--- config.mk ---
export PLATFORM = sky130hd
export DESIGN_NAME = mux_4_to_1
export DESIGN_NICKNAME = d
export VERILOG_FILES = /design/src/rtl/mux_pkg.sv /design/src/rtl/decoder_2x4.sv /design/src/rtl/mux_4_to_1.sv
export SDC_FILE = /design/constraint.sdc
export NUM_CORES = 1
export LEC_CHECK = 0
export BUFFER_PORTS_ARGS = -buffer_cell sky130_fd_sc_hd__buf_2
export CORE_AREA = 2 2 39 41
export CTS_BUF_LIST = sky130_fd_sc_hd__clkbuf_8
export DETAILED_ROUTE_END_ITERATION = 12
export DIE_AREA = 0 0 41 43
export HOLD_SLACK_MARGIN = 0.06
export MAX_ROUTING_LAYER = met4
export PLACE_DENSITY_LB_ADDON = 0.2
export SETUP_SLACK_MARGIN = 0.2
export SYNTH_ARGS = -nofsm -noshare
export SYNTH_HDL_FRONTEND = slang
export SYNTH_SLANG_ARGS = --single-unit
--- constraint.sdc ---
create_clock -name clk -period 0.85 [get_ports clk]
set_input_delay 0.0425 -clock clk [delete_from_list [all_inputs] [get_ports clk]]
set_output_delay 0.0425 -clock clk [all_outputs]
set_load 0.02 [all_outputs]
--- src/rtl/mux_pkg.sv ---
// Shared widths, select codes and the sample bundle for the registered 4-to-1 mux.
package mux_pkg;

    localparam int SEL_W = 2;
    localparam int N_IN  = 4;

    localparam logic [SEL_W-1:0] SEL_I0 = 2'b00;
    localparam logic [SEL_W-1:0] SEL_I1 = 2'b01;
    localparam logic [SEL_W-1:0] SEL_I2 = 2'b10;
    localparam logic [SEL_W-1:0] SEL_I3 = 2'b11;

    // One sample as presented on the input side: truth-table column plus variables.
    typedef struct packed {
        logic [N_IN-1:0]  data;
        logic [SEL_W-1:0] sel;
    } mux_req_t;

endpackage

--- src/rtl/decoder_2x4.sv ---
// Combinational 2-to-4 one-hot decoder; every select code drives exactly one line.
module decoder_2x4
    import mux_pkg::*;
(
    input  logic [SEL_W-1:0] s,
    output logic [N_IN-1:0]  d
);

    always_comb begin
        d = '0;
        unique case (s)
            SEL_I0: d = 4'b0001;
            SEL_I1: d = 4'b0010;
            SEL_I2: d = 4'b0100;
            SEL_I3: d = 4'b1000;
            default: d = '0;
        endcase
    end

endmodule

--- src/rtl/mux_4_to_1.sv ---
// Registered 4-to-1 single-bit mux: one-hot decode, AND-OR select, one-cycle output register.
module mux_4_to_1
    import mux_pkg::*;
#(
    parameter logic RESET_VAL = 1'b0
) (
    input  logic             clk,
    input  logic             rst_n,
    input  logic [N_IN-1:0]  i,
    input  logic [SEL_W-1:0] s,
    input  logic             in_valid,
    output logic             F,
    output logic             out_valid,
    output logic [N_IN-1:0]  onehot
);

    mux_req_t        req;
    logic [N_IN-1:0] dec;
    logic [N_IN-1:0] gated;
    logic            sel;
    logic [1:0]      vld_pipe;

    assign req.data = i;
    assign req.sel  = s;

    decoder_2x4 u_dec (
        .s (req.sel),
        .d (dec)
    );

    // Each decoder line gates its own data bit; the OR reduction yields i[s].
    for (genvar k = 0; k < N_IN; k++) begin : g_gate
        assign gated[k] = dec[k] & req.data[k];
    end

    assign sel         = |gated;
    assign vld_pipe[0] = in_valid;

    always_ff @(posedge clk) begin
        if (!rst_n) begin
            F           <= RESET_VAL;
            onehot      <= '0;
            vld_pipe[1] <= 1'b0;
        end else begin
            vld_pipe[1] <= vld_pipe[0];
            if (vld_pipe[0]) begin
                F      <= sel;
                onehot <= dec;
            end
        end
    end

    assign out_valid = vld_pipe[1];

endmodule

-- Word-level counts from Yosys, hierarchy flattened
Cells that the tools add are included.
- bits in registers: 6
- latch bits: 0
- RAM bits: 0
- ROM bits: 0
- input bits: 9
- output and inout bits: 6
- word-level logic and storage cells: 13
- memories: 0
- add/subtract/negate cells: 0
- multiply operators: 0
- div/mod/pow operators: 0
- order comparisons: 0
- eq/ne operators: 3
- shift-type cells: 0
- mux-type cells: 1
- bitwise gates (word level): 4
- reductions and logical operators: 2
- operators with widths (kind ; count):
    case mux 4 bit (4 select lines) ; 1
    bitwise AND 1 bit ; 4
    == test 2 bit (second input constant) ; 2
    OR reduction 4 bit ; 1
    == test 2 x 1 -> 1 bit (second input constant) ; 1
    zero test 2 bit ; 1

-- Logic depth before layout (Yosys ltp)
Gate-level depths: netlist of the first run.
- word-level depth: 4
- mapped depth: 3
- depth with buffers taken out: 2

-- Hierarchy
Synthesis of the first run repeated with hierarchy kept, for this count alone.
- cell total of the unflattened synthesis: 24
- area, all modules: 256.5 µm²
- by module, submodules not included (module ; instances ; cells an instance ; area each (µm²) ; sequential area each (µm²)):
    mux_4_to_1 ; 1 ; 20 ; 230.2 ; 120.1
    decoder_2x4 ; 1 ; 4 ; 26.3 ; 0.0

-- Worst setup path after synthesis of the first run
OpenSTA, ideal clock, no wires.
- path type: register to register
- start point: reg onehot[0] (netlist name)
- end point: reg onehot[0]
- setup time: 0.066 ns
- arrival: 0.608 ns
- required time: 0.784 ns
- setup slack: 0.176 ns
- cell stages (with the launch flop): 3
- path buffers: 0
- period minus slack after synthesis: 0.674 ns
- cell sequence: dfxtp_1 -> nand2b_1 -> a21oi_2
- RTL lines (element ; line ; RTL):
    to (signal assigned) ; mux_4_to_1.sv:42 ; onehot <= '0;
    to (signal assigned) ; mux_4_to_1.sv:48 ; onehot <= dec;
    to (decl) ; mux_4_to_1.sv:14 ; output logic [N_IN-1:0] onehot

-- Final worst setup path of the first run
- start point: reg onehot[2]
- end point: out onehot[2]
No word-level cell between the ends.

==> results of run 1 <==
cell families after synthesis:
| logic type | synth area share, % |
|---|---|
| flops | 45.93 |
| compound gates | 12.44 |
| mux | 7.656 |
| buf+inv | 3.346 |
| simple gates | 30.62 |
power breakdown:
group	internal, mW	switching (mW)
Combinational	0.0668	0.0572
Sequential	0.299	0.00777
Clock	0.304	0.118
area by class of cell:
type                    instances  area, µm²
fillers                       156      918.4
multi-input cells              19      142.6
repair buffers                 17      130.1
flip-flops and latches          6      127.6
clock buffers                   3      41.29
well taps                      16      20.02
inverters                       1      3.754
registers in the layout (all words and copies together) (netlist names):
| register | cells |
|---|---|
| F | 1 |
| out_valid | 1 |
| onehot | 4 |
placed cells by master (no fill, tap or decap):
| cell | synthesis | final |
|---|---|---|
| nand2b_1 | 4 | 4 |
| inv_1 | 1 | 1 |
| o221ai_2 | 0 | 1 |
| nand3b_1 | 4 | 4 |
| buf_6 | 0 | 6 |
| buf_2 | 1 | 8 |
| mux2i_1 | 2 | 2 |
| a21oi_1 | 3 | 2 |
| and2_1 | 1 | 1 |
| or3b_1 | 1 | 1 |
| clkbuf_8 | 0 | 3 |
| nand3_1 | 2 | 2 |
| dfxtp_2 | 0 | 6 |
| buf_4 | 0 | 3 |
| a21oi_2 | 1 | 2 |
routing by layer:
metal / routed length (µm) / up-vias / global-route usage (%)
li1: - / 134 / -
met2: 209 / 14 / 8.125
met3: 69 / 0 / 6.283
met5: 0 / - / -
met1: 274 / 108 / 11.40
met4: 0 / 0 / 8.000
worst max-delay path by stage:
stage	depth (start not counted)	slack, ps	startpoint	to
3_3_place_gp	3	100	s[0]	onehot[0]
2_1_floorplan	2	220	F	F
4_1_cts	1	150	onehot[0]	onehot[0]
6_report	1	150	onehot[2]	onehot[2]
3_5_place_dp	3	90	s[0]	onehot[0]
5_1_grt	1	120	onehot[3]	onehot[3]
cells in the mapped netlist:
cell      n  area, µm²
nand3b_1  4      30.03
a21oi_1   3      15.01
a21oi_2   1      8.760
inv_1     1      3.750
or3b_1    1      8.760
nand3_1   2      10.01
nand2b_1  4      25.02
o221ai_1  1      8.760
and2_1    1      6.260
mux2i_1   2      20.02
dfxtp_1   6      120.1
buf_2     1      5.000
metrics by stage:
step,util [%],instances,worst slack [ps],total power [mW]
after floorplan,-,27,215.3,0.3619
after global placement,26.04,57,97.35,0.4091
after detailed placement,26.04,57,90.78,0.4083
after CTS,32.37,61,145.8,0.8575
after global routing,33.63,62,118.4,0.9023
final,33.63,62,153.0,0.8531
what timing repair did:
| action | 4_1_cts | 5_1_grt |
|---|---|---|
| setup buffers | 1 | 1 |
| gates resized for setup | 13 | 2 |
| endpoints found under the setup margin | 6 | 8 |
==> qor.txt, run 1 <==
outcome: completed
I/O Pins: 15
Final #Nets: 57
Die ar.: 0.001763 mm²
vias in the first global route: 213
Mapped Cells: 27
Finish-stage setup viols: 0
Die Wd: 41 µm
Critical R2R Capture: onehot[3]
via count: 256
Hold Path End: out_valid
hold path depth: 2
yosys warns: 0
r2r startpoint: onehot[3]
core area: 0.001384 mm²
Root Buffer: clkbuf_8
Final min period: 697.0 ps
Mean Syn Cell Area: 9.685 µm²
Initial Utilization: 18.90%
CP max stage cell: dfxtp_2
clock sink count: 6
clock latency on the worst-skew pair: 220 ps
Worst Setup Start Kind: flip-flop
Overflow after GRT: 0
GRT Overall Usage: 8.781%
row count: 14
largest net degree at the start of global routing: 12
Buf/Inv on CP: 1
Worst Reg2Reg Path Length in Cells: 3
required time worst endpoint: 810 ps
cts bufs inserted: 3
worst clock skew: 0 ps
max_slew headroom: 88.19%
hold crit path type: in -> reg
hold_sp: rst_n
max-slew violations: 0
global-route wire length before repair: 910 µm
Post-Synthesis Net Count: 36
RSZ-0062 raised after global routing: true
GP Congestion: 0.6063
Vert. Die Dim: 43 µm
Pleak: 0.2002 nW
ant diodes: 0
Layout area overhead: 77.99%
vias per cell: 4.129
FF+latch count, synth: 6
share of cells above drive strength 1: 63.04%
period utilisation layout: 82.00%
worst slew pin tran: 172.3 ps
Clock transition at path regs: 40 ps
CP max stage delay: 310 ps
number of DRC markers in iteration 0: 3
IO Port Bufs: 14
CTS max path bufs: 2
VDD IR max: 611.2 µV
PD cells: 1833 mW/mm²
Max Cap Viol: 0
Worst Setup End Kind: output port
final wirelength: 553 µm
final hold vios: 0
drt first pass iters: 4
TNS Setup: 0 ps
H-tree depth: 1
Max Freq: 1435 MHz
remaining antenna violation count: 0
library cells used by synthesis: 12
Avg WL per Cell: 8.919 µm
WHS: 89.17 ps
CTS tree: yes
CP Class: reg -> out
worst-path cell chain: buf_6
top cell family by delay on the critical path: flip-flops
R2R Setup Slk: 180 ps
initial antenna violation count: 0
Worst Path Arrival: 650 ps
worst-path maximum fanout: 2
CTS Hold Bufs: 0
Final Cell Area: 465.4 µm²
Seq/Total Area, Yosys: 45.93%
placed cell area: 360.3 µm²
Synth Cell Area: 261.5 µm²
DRC viols: 0
Power figures use the tool's default switching activity.
==> inputs of run 2 (changes only) <==
- clock period: 0.85 -> 0.8 ns (I/O delays scaled with it)
==> run 2 against run 1 <==
  * Clock skew unchanged
  * Global-route usage up 0.69 points
  * Via count unchanged
  * Clock power up 5.0%
  * Die area unchanged
  * Largest power group unchanged
  * Cell area up 3.5%
  * Cell count up 3.2%
  * Wire length up 3.4%
  * Power up 6.3%
  * Critical path depth unchanged
  * Setup slack worse by 46 ps
  * First-iteration DRC count up 67%
==> qor.txt, run 2 (synthesis results as in run 1) <==
Final #Nets: 59 (+3.5%)
FF+latch area: 127.6 µm² (unchanged)
number of DRC markers in iteration 0: 5 (+2)
CP Class: reg -> out
CP max stage delay: 310 ps (about the same)
HPWL Detailed: 452.4 µm
PD cells: 1883 mW/mm² (+2.7%)
GRT Overall Usage: 9.475% (+0.69 points)
remaining antenna violation count: 0 (unchanged)
clock sink count: 6 (unchanged)
sw frac: 20.88% (-0.57 points)
RSZ-0062 raised after global routing: true
Pint: 0.7177 mW (+7.1%)
Met1 Wirelength: 280 µm (+2.2%)
Overflow after GRT: 0 (unchanged)
final worst setup slack: 106.7 ps (-46.23 ps)
clock network power share: 48.8% (-0.6 points)
max_slew headroom: 91.24% (+3.1 points)
Critical R2R Capture: onehot[2]
placed cell area: 367.9 µm² (+2.1%)
commonest non-fill, non-tap cell in the layout: buf_2
clock latency on the worst-skew pair: 220 ps (about the same)
CTS max path bufs: 2 (unchanged)
required time worst endpoint: 760 ps (-50 ps)
hold path depth: 2 (unchanged)
Avg WL per Cell: 8.938 µm (+0.20%)
Finish-stage setup viols: 0 (unchanged)
Worst Setup Start Kind: flip-flop
row count: 14 (unchanged)
Max Freq: 1442 MHz
GP Congestion: 0.6359 (+4.9%)
Worst Reg2Reg Path Length in Cells: 3 (unchanged)
Final min period: 693.3 ps
r2r startpoint: onehot[2]
I/O Pins: 15 (unchanged)
WHS: 94.09 ps (+4.921 ps)
commonest non-fill, non-tap cells in the layout: buf_2, dfxtp_2, buf_6, buf_4, nand3b_1
core area: 0.001384 mm² (unchanged)
Placement Setup Slack: 43.64 ps (-47.14 ps)
CTS tree: yes
worst-path maximum fanout: 2 (unchanged)
top sig layer: met3
Pleak: 0.2148 nW (+7.3%)
worst clock skew: 0 ps (unchanged)
IO Port Bufs: 14 (unchanged)
largest net degree at the start of global routing: 12 (unchanged)
CTS Hold Bufs: 0 (unchanged)
H-tree depth: 1 (unchanged)
multi-input logic area: 143.9 µm² (+0.88%)
hold crit path type: in -> reg
Die ar.: 0.001763 mm² (unchanged)
Max Cap Viol: 0 (unchanged)
hold_sp: rst_n
final wirelength: 572 µm (+3.4%)
DRC viols: 0 (unchanged)
initial antenna violation count: 0 (unchanged)
final hold vios: 0 (unchanged)
Buf/Inv on CP: 1 (unchanged)
period utilisation layout: 86.66%
Final Cell Area: 481.7 µm² (+3.5%)
share of cells above drive strength 1: 64.58% (+1.5 points)
Met3 Wirelength: 51 µm (-26%)
R2R Setup Slk: 140 ps (-40 ps)
Hold Path End: out_valid
outcome: completed
Die Wd: 41 µm (unchanged)
largest reg by FF count: onehot
worst-path cell chain: buf_6
vias per cell: 4.000 (-3.1%)
Vert. Die Dim: 43 µm (unchanged)
VDD IR max: 856.8 µV (+40%)
top cell family by delay on the critical path: flip-flops
Comb pwr share: 15.2% (+0.7 points)
cts bufs inserted: 3 (unchanged)
Reg power frac: 36.0% (about the same)
Initial Utilization: 18.90% (unchanged)
Layout area overhead: 84.21%
Worst Setup End Kind: output port
max-slew violations: 0 (unchanged)
worst slew pin tran: 127.8 ps (-44.52 ps)
TNS Setup: 0 ps (unchanged)
switching power: 0.1894 mW (+3.5%)
vias in the first global route: 255 (+20%)
via count: 256 (unchanged)
global-route wire length before repair: 1055 µm (+16%)
CP max stage cell: dfxtp_2
ant diodes: 0 (unchanged)
Clock transition at path regs: 30 ps (about the same)
number of flip-flops in the largest register: 4 (unchanged)
drt first pass iters: 3 (-1)
Root Buffer: clkbuf_8
Worst Path Arrival: 650 ps (about the same)
metal2 WL: 240 µm (+15%)
final core occ: 34.81% (+1.2 points)
FILL cells: 144 (-7.7%)
[run 2: how the worst max path moves through the flow]
stage / start / to / slack [ps] / cells past startpoint
4_1_cts: F / F / 100 / 1
6_report: F / F / 110 / 1
2_1_floorplan: F / F / 170 / 2
5_1_grt: F / F / 80 / 1
3_3_place_gp: s[1] / onehot[0] / 60 / 3
3_5_place_dp: s[1] / onehot[0] / 40 / 3
[run 2: area by class of cell]
type / count / share of cell area, %
tap: 16 / 4.156
multi-input combinational: 19 / 29.87
sequential: 6 / 26.49
inverter: 1 / 0.7792
clock buffer: 3 / 8.571
timing repair buffer: 19 / 30.13
[run 2: per-stage QoR]
| stage | total power, mW | instances |
|---|---|---|
| 6_report | 0.9071 | 64 |
| 5_1_grt | 0.9734 | 64 |
| 4_1_cts | 0.9223 | 64 |
| 3_5_place_dp | 0.4379 | 58 |
| 3_3_place_gp | 0.4385 | 58 |
| 2_1_floorplan | 0.3845 | 27 |
[run 2: routing by layer]
metal / GRT usage [%] / vias up
li1: - / 137
met1: 13.55 / 107
met2: 9.063 / 12
met3: 4.712 / 0
met4: 8.000 / 0
met5: - / -
[run 2: power by group through the flow]
stage | clock network, mW | logic (mW) | registers, mW
2_1_floorplan | 0 | 0.0383 | 0.346
3_3_place_gp | 0 | 0.111 | 0.328
3_5_place_dp | 0 | 0.110 | 0.328
4_1_cts | 0.461 | 0.135 | 0.327
5_1_grt | 0.495 | 0.150 | 0.328
6_report | 0.443 | 0.138 | 0.327
[run 2: repair_timing]
item | in CTS | in global routing
gates cloned | 0 | 0
resized for setup | 13 | 2
setup buffers | 3 | 0
endpoints found under the setup margin | 7 | 11
==> inputs of run 3 (changes only) <==
- ABC_AREA: default -> 1
- ABC_CLOCK_PERIOD_IN_PS: default -> 800
- BUFFER_PORTS_ARGS: -buffer_cell sky130_fd_sc_hd__buf_2 -> -buffer_cell sky130_fd_sc_hd__clkbuf_2
==> run 3 against run 2 <==
  * Register-to-register slack gained 50 ps
  * Flip-flop and latch count is the same
  * Power grew 3.0%
  * Cell count grew 1.6%
  * Die area is the same
  * Global-route usage shrank 1.6 points
  * Highest routed layer is now met4
  * Critical path depth is the same
  * Sequential power grew 4%
  * First-iteration DRC count grew 40%
  * Clock power is essentially flat
==> qor.txt, run 3 <==
postcts setup bufs: 0 (-3)
max-slew violations: 0 (unchanged)
library cells used by synthesis: 8 (-4)
VDD IR max: 679.6 µV (-21%)
Area contributors post-synth: dfxtp_1, o21ai_0, nand2_1, a21oi_1, nand3_1
WHS: 80.89 ps (-13.20 ps)
Worst Setup Start Kind: flip-flop
hold_sp: rst_n
Pleak: 0.2104 nW (-2.1%)
GP Congestion: 0.6661 (+4.7%)
Worst Setup End Kind: output port
yosys warns: 0 (unchanged)
FF+latch count, synth: 6 (unchanged)
Initial Utilization: 17.72% (-1.2 points)
share of cells above drive strength 1: 46.94% (-18 points)
Die ar.: 0.001763 mm² (unchanged)
top cell family by delay on the critical path: flip-flops
required time worst endpoint: 760 ps (about the same)
cts bufs inserted: 3 (unchanged)
via count: 256 (unchanged)
global-route wire length before repair: 869 µm (-18%)
vias in the first global route: 223 (-13%)
Root Buffer: clkbuf_8
Worst Path Arrival: 660 ps (about the same)
CTS Hold Bufs: 0 (unchanged)
largest reg by FF count: onehot
worst clock skew: 0 ps (unchanged)
final wirelength: 524 µm (-8.4%)
Overflow after GRT: 0 (unchanged)
Max Cap Viol: 0 (unchanged)
Die Wd: 41 µm (unchanged)
H-tree depth: 1 (unchanged)
GRT Overall Usage: 7.827% (-1.6 points)
Mapped Cells: 33 (+22%)
Final #Nets: 60 (+1.7%)
number of flip-flops in the largest register: 4 (unchanged)
dominant synthesized flop cell: dfxtp_1
worst slew pin tran: 204.7 ps (+76.91 ps)
clock sink count: 6 (unchanged)
Hold Path End: out_valid
Vert. Die Dim: 43 µm (unchanged)
remaining antenna violation count: 0 (unchanged)
Mean Syn Cell Area: 7.431 µm² (-23%)
PD cells: 2159 mW/mm² (+15%)
Final min period: 703.2 ps (+9.989 ps)
R2R Setup Slk: 190 ps (+50 ps)
CTS max path bufs: 2 (unchanged)
DRC viols: 0 (unchanged)
hold path depth: 3 (+1)
outcome: completed
CTS tree: yes
Synth area leader: dfxtp_1
initial antenna violation count: 0 (unchanged)
EDFF count, synth: 0 (unchanged)
Worst Reg2Reg Path Length in Cells: 2 (-1)
largest net degree at the start of global routing: 12 (unchanged)
commonest non-fill, non-tap cell in the layout: clkbuf_2
CP max stage delay: 340 ps (+30 ps)
number of DRC markers in iteration 0: 7 (+2)
core area: 0.001384 mm² (unchanged)
CP max stage cell: dfxtp_2
ant diodes: 0 (unchanged)
Post-synth top cells: dfxtp_1, nand2_1, o21ai_0
CP Class: reg -> out
TNS Setup: 0 ps (unchanged)
Clock transition at path regs: 40 ps (about the same)
Post-Synthesis Net Count: 42 (+17%)
Synth Cell Area: 245.2 µm² (-6.2%)
RSZ-0062 raised after global routing: true
drt first pass iters: 3 (unchanged)
period utilisation layout: 87.91% (+1.2 points)
r2r startpoint: onehot[2]
Avg WL per Cell: 8.062 µm (-9.8%)
Max Freq: 1422 MHz (-1.4%)
CP Launch Point: onehot[0]
HPWL Detailed: 412.2 µm (-8.9%)
Buf/Inv on CP: 1 (unchanged)
commonest non-fill, non-tap cells in the layout: clkbuf_2, dfxtp_2, nand2_1, buf_8, o21ai_1
hold crit path type: in -> reg
Finish-stage setup viols: 0 (unchanged)
max_slew headroom: 86.35% (-4.9 points)
top cell type's share of synthesized area: 48.98% (+3.0 points)
worst-path cell chain: buf_8
I/O Pins: 15 (unchanged)
Layout area overhead: 76.53%
worst-path maximum fanout: 2 (unchanged)
Seq/Total Area, Yosys: 48.98% (+3.0 points)
Critical R2R Capture: onehot[2]
vias per cell: 3.938 (-1.5%)
final hold vios: 0 (unchanged)
IO Port Bufs: 14 (unchanged)
row count: 14 (unchanged)
Post-synth ARST share: 0% (unchanged)
clock latency on the worst-skew pair: 220 ps (about the same)
-- run 3: layout make-up --
cell class                 instances  area [µm²]
fill                             157       950.9
timing repair buffer              14       130.1
sequential                         6       127.6
multi-input combinational         22       98.84
clock buffer                       3       41.29
tap                               16       20.02
inverter                           4       15.01
-- run 3: timing repair --
action / 4_1_cts / 5_1_grt
setup endpoints to repair: 7 / 11
resized for setup: 13 / 6
pin swaps: 0 / 0
-- run 3: cell families after synthesis --
| logic type | after synthesis | synth area share (%) |
|---|---|---|
| buffers and inverters | 5 | 10.71 |
| AND/OR/NAND/NOR | 13 | 21.94 |
| flip-flops | 6 | 48.98 |
| AO/OA/AOI/OAI | 9 | 18.37 |
-- run 3: through the flow --
| stage | instance area (µm²) | worst slack, ps | power [mW] | cells | util (%) |
|---|---|---|---|---|---|
| floorplan | 251.5 | 190.5 | 0.4046 | 33 | - |
| global placement | 330.3 | 160.7 | 0.4520 | 62 | 23.87 |
| detailed placement | 330.3 | 158.6 | 0.4520 | 62 | 23.87 |
| CTS | 425.4 | 75.29 | 0.9336 | 65 | 30.74 |
| global route | 432.9 | 81.48 | 0.9786 | 65 | 31.28 |
| finish | 432.9 | 96.75 | 0.9347 | 65 | 31.28 |
-- run 3: worst max path at each step --
stage               slack (ps)  depth (start not counted)        end
finish                     100                          1  onehot[0]
global route                80                          1  onehot[0]
CTS                         80                          1  onehot[0]
detailed placement         160                          6          F
global placement           160                          6          F
floorplan                  190                          2          F
-- run 3: worst min-delay path, stage by stage --
cell	delay, ps
clkbuf_2	130
nand2_1	60
inv_1	40
-- run 3: metal layers --
| layer | up-vias | track usage [%] | part of all wire, % |
|---|---|---|---|
| li1 | 141 | - | - |
| met1 | 102 | 10.32 | 49 |
| met5 | - | - | 0 |
| met3 | 2 | 3.665 | 8.2 |
| met4 | 0 | 8.000 | 3.6 |
| met2 | 11 | 7.813 | 39 |
-- run 3: report_power, final --
group | leakage, nW | switching [mW] | internal [mW]
combinational | 0.137 | 0.0697 | 0.0789
clock | 0.0216 | 0.124 | 0.323
sequential | 0.0516 | 0.0153 | 0.325
total | 0.210 | 0.208 | 0.726
